File: src/rtl/axis_arb_pkg.sv
// Shared types and default sizing for the packet-granular AXI-Stream arbiter.
package axis_arb_pkg;

  typedef enum logic {IDLE, XFER} arb_state_t;

  localparam int DEF_DW      = 16;
  localparam int DEF_NS      = 4;
  localparam int DEF_MAX_LEN = 2048;
  localparam int DEF_LW      = 12;

endpackage

File: src/rtl/axis_pkt_arbiter_rr_pick.sv
// Rotating-priority encoder: first asserted request at or after ptr, wrapping modulo NS.
module rr_pick #(
  parameter int NS = 4,
  parameter int IW = $clog2(NS)
) (
  input  logic [NS-1:0] req,
  input  logic [IW-1:0] ptr,
  output logic [IW-1:0] gnt_idx,
  output logic          gnt_vld
);

  always_comb begin
    gnt_idx = '0;
    gnt_vld = 1'b0;
    // Walk offsets from farthest to nearest so the request closest to ptr wins.
    for (int i = NS - 1; i >= 0; i--) begin
      if (req[(int'(ptr) + i) % NS]) begin
        gnt_idx = IW'((int'(ptr) + i) % NS);
        gnt_vld = 1'b1;
      end
    end
  end

endmodule

File: src/rtl/axis_pkt_arbiter.sv
// Packet-granular round-robin arbiter feeding one AXI-Stream FIFO; grant is held from
// the first beat until the tlast handshake, and packets longer than MAX_LEN are split.
module axis_pkt_arbiter
  import axis_arb_pkg::*;
#(
  parameter int DW      = DEF_DW,
  parameter int NS      = DEF_NS,
  parameter int MAX_LEN = DEF_MAX_LEN,
  parameter int LW      = DEF_LW
) (
  input  logic                  clk,
  input  logic                  rst,
  input  logic [NS*DW-1:0]      s_tdata,
  input  logic [NS-1:0]         s_tvalid,
  input  logic [NS-1:0]         s_tlast,
  output logic [NS-1:0]         s_tready,
  output logic [DW-1:0]         m_tdata,
  output logic                  m_tvalid,
  output logic                  m_tlast,
  input  logic                  m_tready,
  output logic [$clog2(NS)-1:0] m_tid,
  output logic                  busy,
  output logic                  trunc_err
);

  localparam int IW = $clog2(NS);

  arb_state_t    state, state_nxt;
  logic [IW-1:0] grant, rr_ptr, pick_idx;
  logic          pick_vld;
  logic [LW-1:0] beat_cnt;
  logic          at_max;
  logic          beat;

  rr_pick #(.NS(NS), .IW(IW)) u_pick (
    .req     (s_tvalid),
    .ptr     (rr_ptr),
    .gnt_idx (pick_idx),
    .gnt_vld (pick_vld)
  );

  assign at_max = (beat_cnt == LW'(MAX_LEN - 1));
  assign beat   = m_tvalid & m_tready;
  assign busy   = (state == XFER);
  assign m_tid  = grant;

  always_comb begin
    // NOTE: every variable driven here gets a default first, so no path can infer a latch.
    state_nxt = state;
    s_tready  = '0;
    m_tdata   = '0;
    m_tvalid  = 1'b0;
    m_tlast   = 1'b0;
    case (state)
      IDLE: begin
        if (pick_vld) state_nxt = XFER;
      end
      XFER: begin
        m_tvalid        = s_tvalid[grant];
        m_tdata         = s_tdata[int'(grant)*DW +: DW];
        m_tlast         = s_tlast[grant] | at_max;
        s_tready[grant] = m_tready;
        if (s_tvalid[grant] && m_tready && (s_tlast[grant] || at_max)) state_nxt = IDLE;
      end
      default: state_nxt = IDLE;
    endcase
  end

  // NOTE: sequential state uses non-blocking assignments so every flop samples pre-edge values.
  always_ff @(posedge clk or posedge rst) begin
    if (rst) begin
      state     <= IDLE;
      grant     <= '0;
      rr_ptr    <= '0;
      beat_cnt  <= '0;
      trunc_err <= 1'b0;
    end else begin
      state     <= state_nxt;
      // A forced tlast without the source's own tlast means the packet was cut short.
      trunc_err <= beat & at_max & ~s_tlast[grant];
      if (state == IDLE) begin
        if (pick_vld) begin
          grant    <= pick_idx;
          beat_cnt <= '0;
        end
      end else if (beat) begin
        if (m_tlast) begin
          rr_ptr   <= (grant == IW'(NS - 1)) ? '0 : grant + 1'b1;
          beat_cnt <= '0;
        end else begin
          beat_cnt <= beat_cnt + 1'b1;
        end
      end
    end
  end

endmodule

File: config.mk
export PLATFORM = sky130hd
export DESIGN_NAME = axis_pkt_arbiter
export DESIGN_NICKNAME = d
export VERILOG_FILES = /design/src/rtl/axis_arb_pkg.sv /design/src/rtl/axis_pkt_arbiter_rr_pick.sv /design/src/rtl/axis_pkt_arbiter.sv
export SDC_FILE = /design/constraint.sdc
export NUM_CORES = 1
export LEC_CHECK = 0
export ABC_CLOCK_PERIOD_IN_PS = 6000
export CORE_ASPECT_RATIO = 1.2
export CORE_UTILIZATION = 38
export DETAILED_ROUTE_END_ITERATION = 10
export DONT_BUFFER_PORTS = 1
export PLACE_DENSITY = 0.5
export SLEW_MARGIN = 30
export SYNTH_ARGS = -nofsm -noshare
export SYNTH_HDL_FRONTEND = slang
export SYNTH_SLANG_ARGS = --single-unit
File: constraint.sdc
create_clock -name clk -period 6 [get_ports clk]
set_input_delay 1.2 -clock clk [delete_from_list [all_inputs] [get_ports clk]]
set_output_delay 1.2 -clock clk [all_outputs]
set_load 0.02 [all_outputs]
==> flow_summary_export.csv <==
group,metric,value,unit
run_status,status,"completed",
yosys,syn_nets,249,
clock_tree,cts_setup_buffers,0,
placed_design,dp.cells,217,
yosys,ys_async_sr_fraction,100,%
die,die_y,76.0,um
clock_tree,cts_root_buffer,"clkbuf_8",
yosys,syn_inst,169,
timing,grt_setup_unrepaired,"false",
clock_tree,ctsHoldBuffers,0,
route,drc,0,
yosys,yosysWarnings,0,
placed_design,placed_cell_area,1760,um^2
cells_and_area,drive_above_1_share,20.1,%
timing,hold_violations,0,
die,rows,26,
route,wl_per_cell,18.6,um
placed_design,portBuffers,0,
cells_and_area,final_area,1800,um^2
setup_path,reg2reg_from,"beat_cnt[0]",
yosys,syn_area,1730,um^2
setup_path,path_class,"register to output pin",
route,drt_pass1_iterations,4,
clock_tree,cts_resized,0,
worst_hold_path,min_from,"beat_cnt[7]",
timing,min_period,3540,ps
route,drt_iter0_markers,59,
timing,final_max_slew_viol_count,0,
setup_path,crit_path_start,"beat_cnt[0]",
timing,worst_slew_pin_slew,811,ps
cells_and_area,synthToLayoutAreaGrowth,3.90,%
setup_path,worst_setup_path_end_kind,"output pin",
timing,fin_skew,1.97,ps
clock_tree,cts_tree,"done",
route,routed_wl,4090,um
global_route,grt_overflow,0,
die,coreArea,4330,um^2
die,die_area,4830,um^2
yosys,ys.flop_type,"dfrtp_1",
cells_and_area,layoutNonFillerInstCount,220,
pwr,ir_drop,131,uV
placed_design,gp_congestion,0.782,
clock_tree,clk_latency,260,ps
placed_design,dp_hpwl,3170,um
clock_tree,clk_pin_slew_worst_paths,70,ps
setup_path,cp.required,4800,ps
setup_path,worst-endpoint-arrival,2340,ps
cells_and_area,final_net_count,246,
yosys,syn-mean-instance-area,10.2,um^2
yosys,synth_seq_cells,18,
timing,relSlewSlack,45.9,%
route,via_count,1405,
route,viasPerCell,6.39,
timing,finalSetupTns,0,ps
die,ios,101,
cells_and_area,n_antenna_cell,0,
pwr,total_leakage_power,0.000694,uW
pwr,powerDensity,427,nW/um^2
worst_hold_path,hold_path.class,"register to register",
global_route,grt_pass1_wl,6600,um
run,maxCapViolCount,0,
timing,period_share,59.0,%
clock_tree,htreeDepth,1,
global_route,antenna_found_initial,0,
clock_tree,cts_buffers,3,
timing,fmax,282,MHz
setup_path,start_kind,"register",
timing,setup_violations,0,
die,initial_core_util,40.0,%
yosys,ys_types,48,
clock_tree,cts.sink_count,18,
yosys,synth_edf_count,0,
setup_path,crit_path_max_fanout,11,
global_route,grtUsageTotal,17.1,%
yosys,ys_seq_area_share,26.0,%
die,fp.dieW,63.6,um
global_route,grt_max_degree,29,
clock_tree,clock_path_buffers,2,
route,ant_nets,0,
cells_and_area,fin_util,41.6,%
global_route,grt_pass1_vias,1398,
-- cell families after synthesis --
logic type      share of synthesized area (%)
xor+xnor                                0.506
flops                                    26.0
simple gates                             22.1
buf+inv                                  6.21
mux                                      27.8
compound gates                           13.7
fa+ha+maj                                3.61
-- synth_stat cells (2+ instances only) --
master,number,area share (%)
buf_4,3,1.3
dfrtp_1,18,26
a41oi_1,2,1.0
clkbuf_1,2,0.43
mux2_4,3,2.6
nand2_1,11,2.4
mux2i_1,2,1.2
mux2_1,2,1.3
a32oi_1,2,1.0
o22ai_1,5,1.8
and4_1,2,1.0
a31oi_1,4,1.4
buf_1,2,0.43
nand4_1,6,2.2
o21a_1,2,0.87
and2_1,17,6.1
mux4_2,16,21
buf_2,2,0.58
inv_1,11,2.4
ha_1,5,3.6
o21ai_1,3,0.87
o31ai_1,2,0.87
nand4b_1,2,1.0
nand3_1,5,1.4
a21oi_1,6,1.7
and3_1,7,2.5
nor2_1,6,1.3
-- stage by stage --
stage	hold slack [ps]	setup WS, ps	power, uW
6_report	521	2460	767
5_1_grt	540	2330	826
4_1_cts	520	2460	775
3_5_place_dp	508	2700	689
3_3_place_gp	503	2720	677
2_1_floorplan	467	2820	620
-- critical path, stage by stage, from the launching register on --
cell and delay (ps):
dfrtp_1 410, ha_1 210, and3_1 330, nand4_1 540
a21oi_1 600
-- layout make-up --
| cell class | count | area [um^2] |
|---|---|---|
| multi-input cells | 129 | 1170 |
| well taps | 56 | 70.1 |
| flip-flops and latches | 18 | 450 |
| fillers | 445 | 2530 |
| inverters | 11 | 41.3 |
| repair buffers | 3 | 22.5 |
| clock buffers | 3 | 41.3 |
-- flip-flops by register name (all words and copies together), names as in the netlist --
name and flops:
m_tid 2, trunc_err 1, rr_ptr 2, beat_cnt 12
busy 1
-- metal layers --
metal  share of wire (%)  global-route usage [%]  vias up
met1                  39                    20.2      676
met3                 8.0                    3.16       11
met5                   0                       0        -
met2                  51                    30.0       81
li1                    -                       -      637
met4                 2.1                    6.82        0
-- final timing paths --
path | endpoint | slack, ps | depth (start not counted)
max in group asynchronous | rr_ptr[1] | 4620 | 1
min reg2reg | beat_cnt[7] | 520 | 1
max | m_tlast | 2460 | 4
min in group asynchronous | beat_cnt[10] | 930 | 1
min | beat_cnt[7] | 520 | 1
max reg2reg | rr_ptr[1] | 3670 | 5
-- layout by cell type (no fill, tap or decap), types with 2 or more instances in the layout --
master    instances
inv_1            11
a41oi_1           2
o21ai_1           3
clkbuf_8          3
mux2_4            3
nor2_1            6
o31ai_1           2
o21a_1            2
a21oi_1           6
nand4_1           6
ha_1              5
o22ai_1           5
buf_4             3
nand2_1          11
and2_1           17
and3_1            7
nand3_1           5
mux2i_1           2
a32oi_1           2
mux4_2           16
and4_1            2
dfrtp_1          18
mux2_1            2
a31oi_1           4
nand4b_1          2
-- where the power goes --
part	switching, uW	internal, uW
Combinational	295	205
Clock	40.7	44.7
Sequential	39.6	142
(Power assumes the default switching activity.)
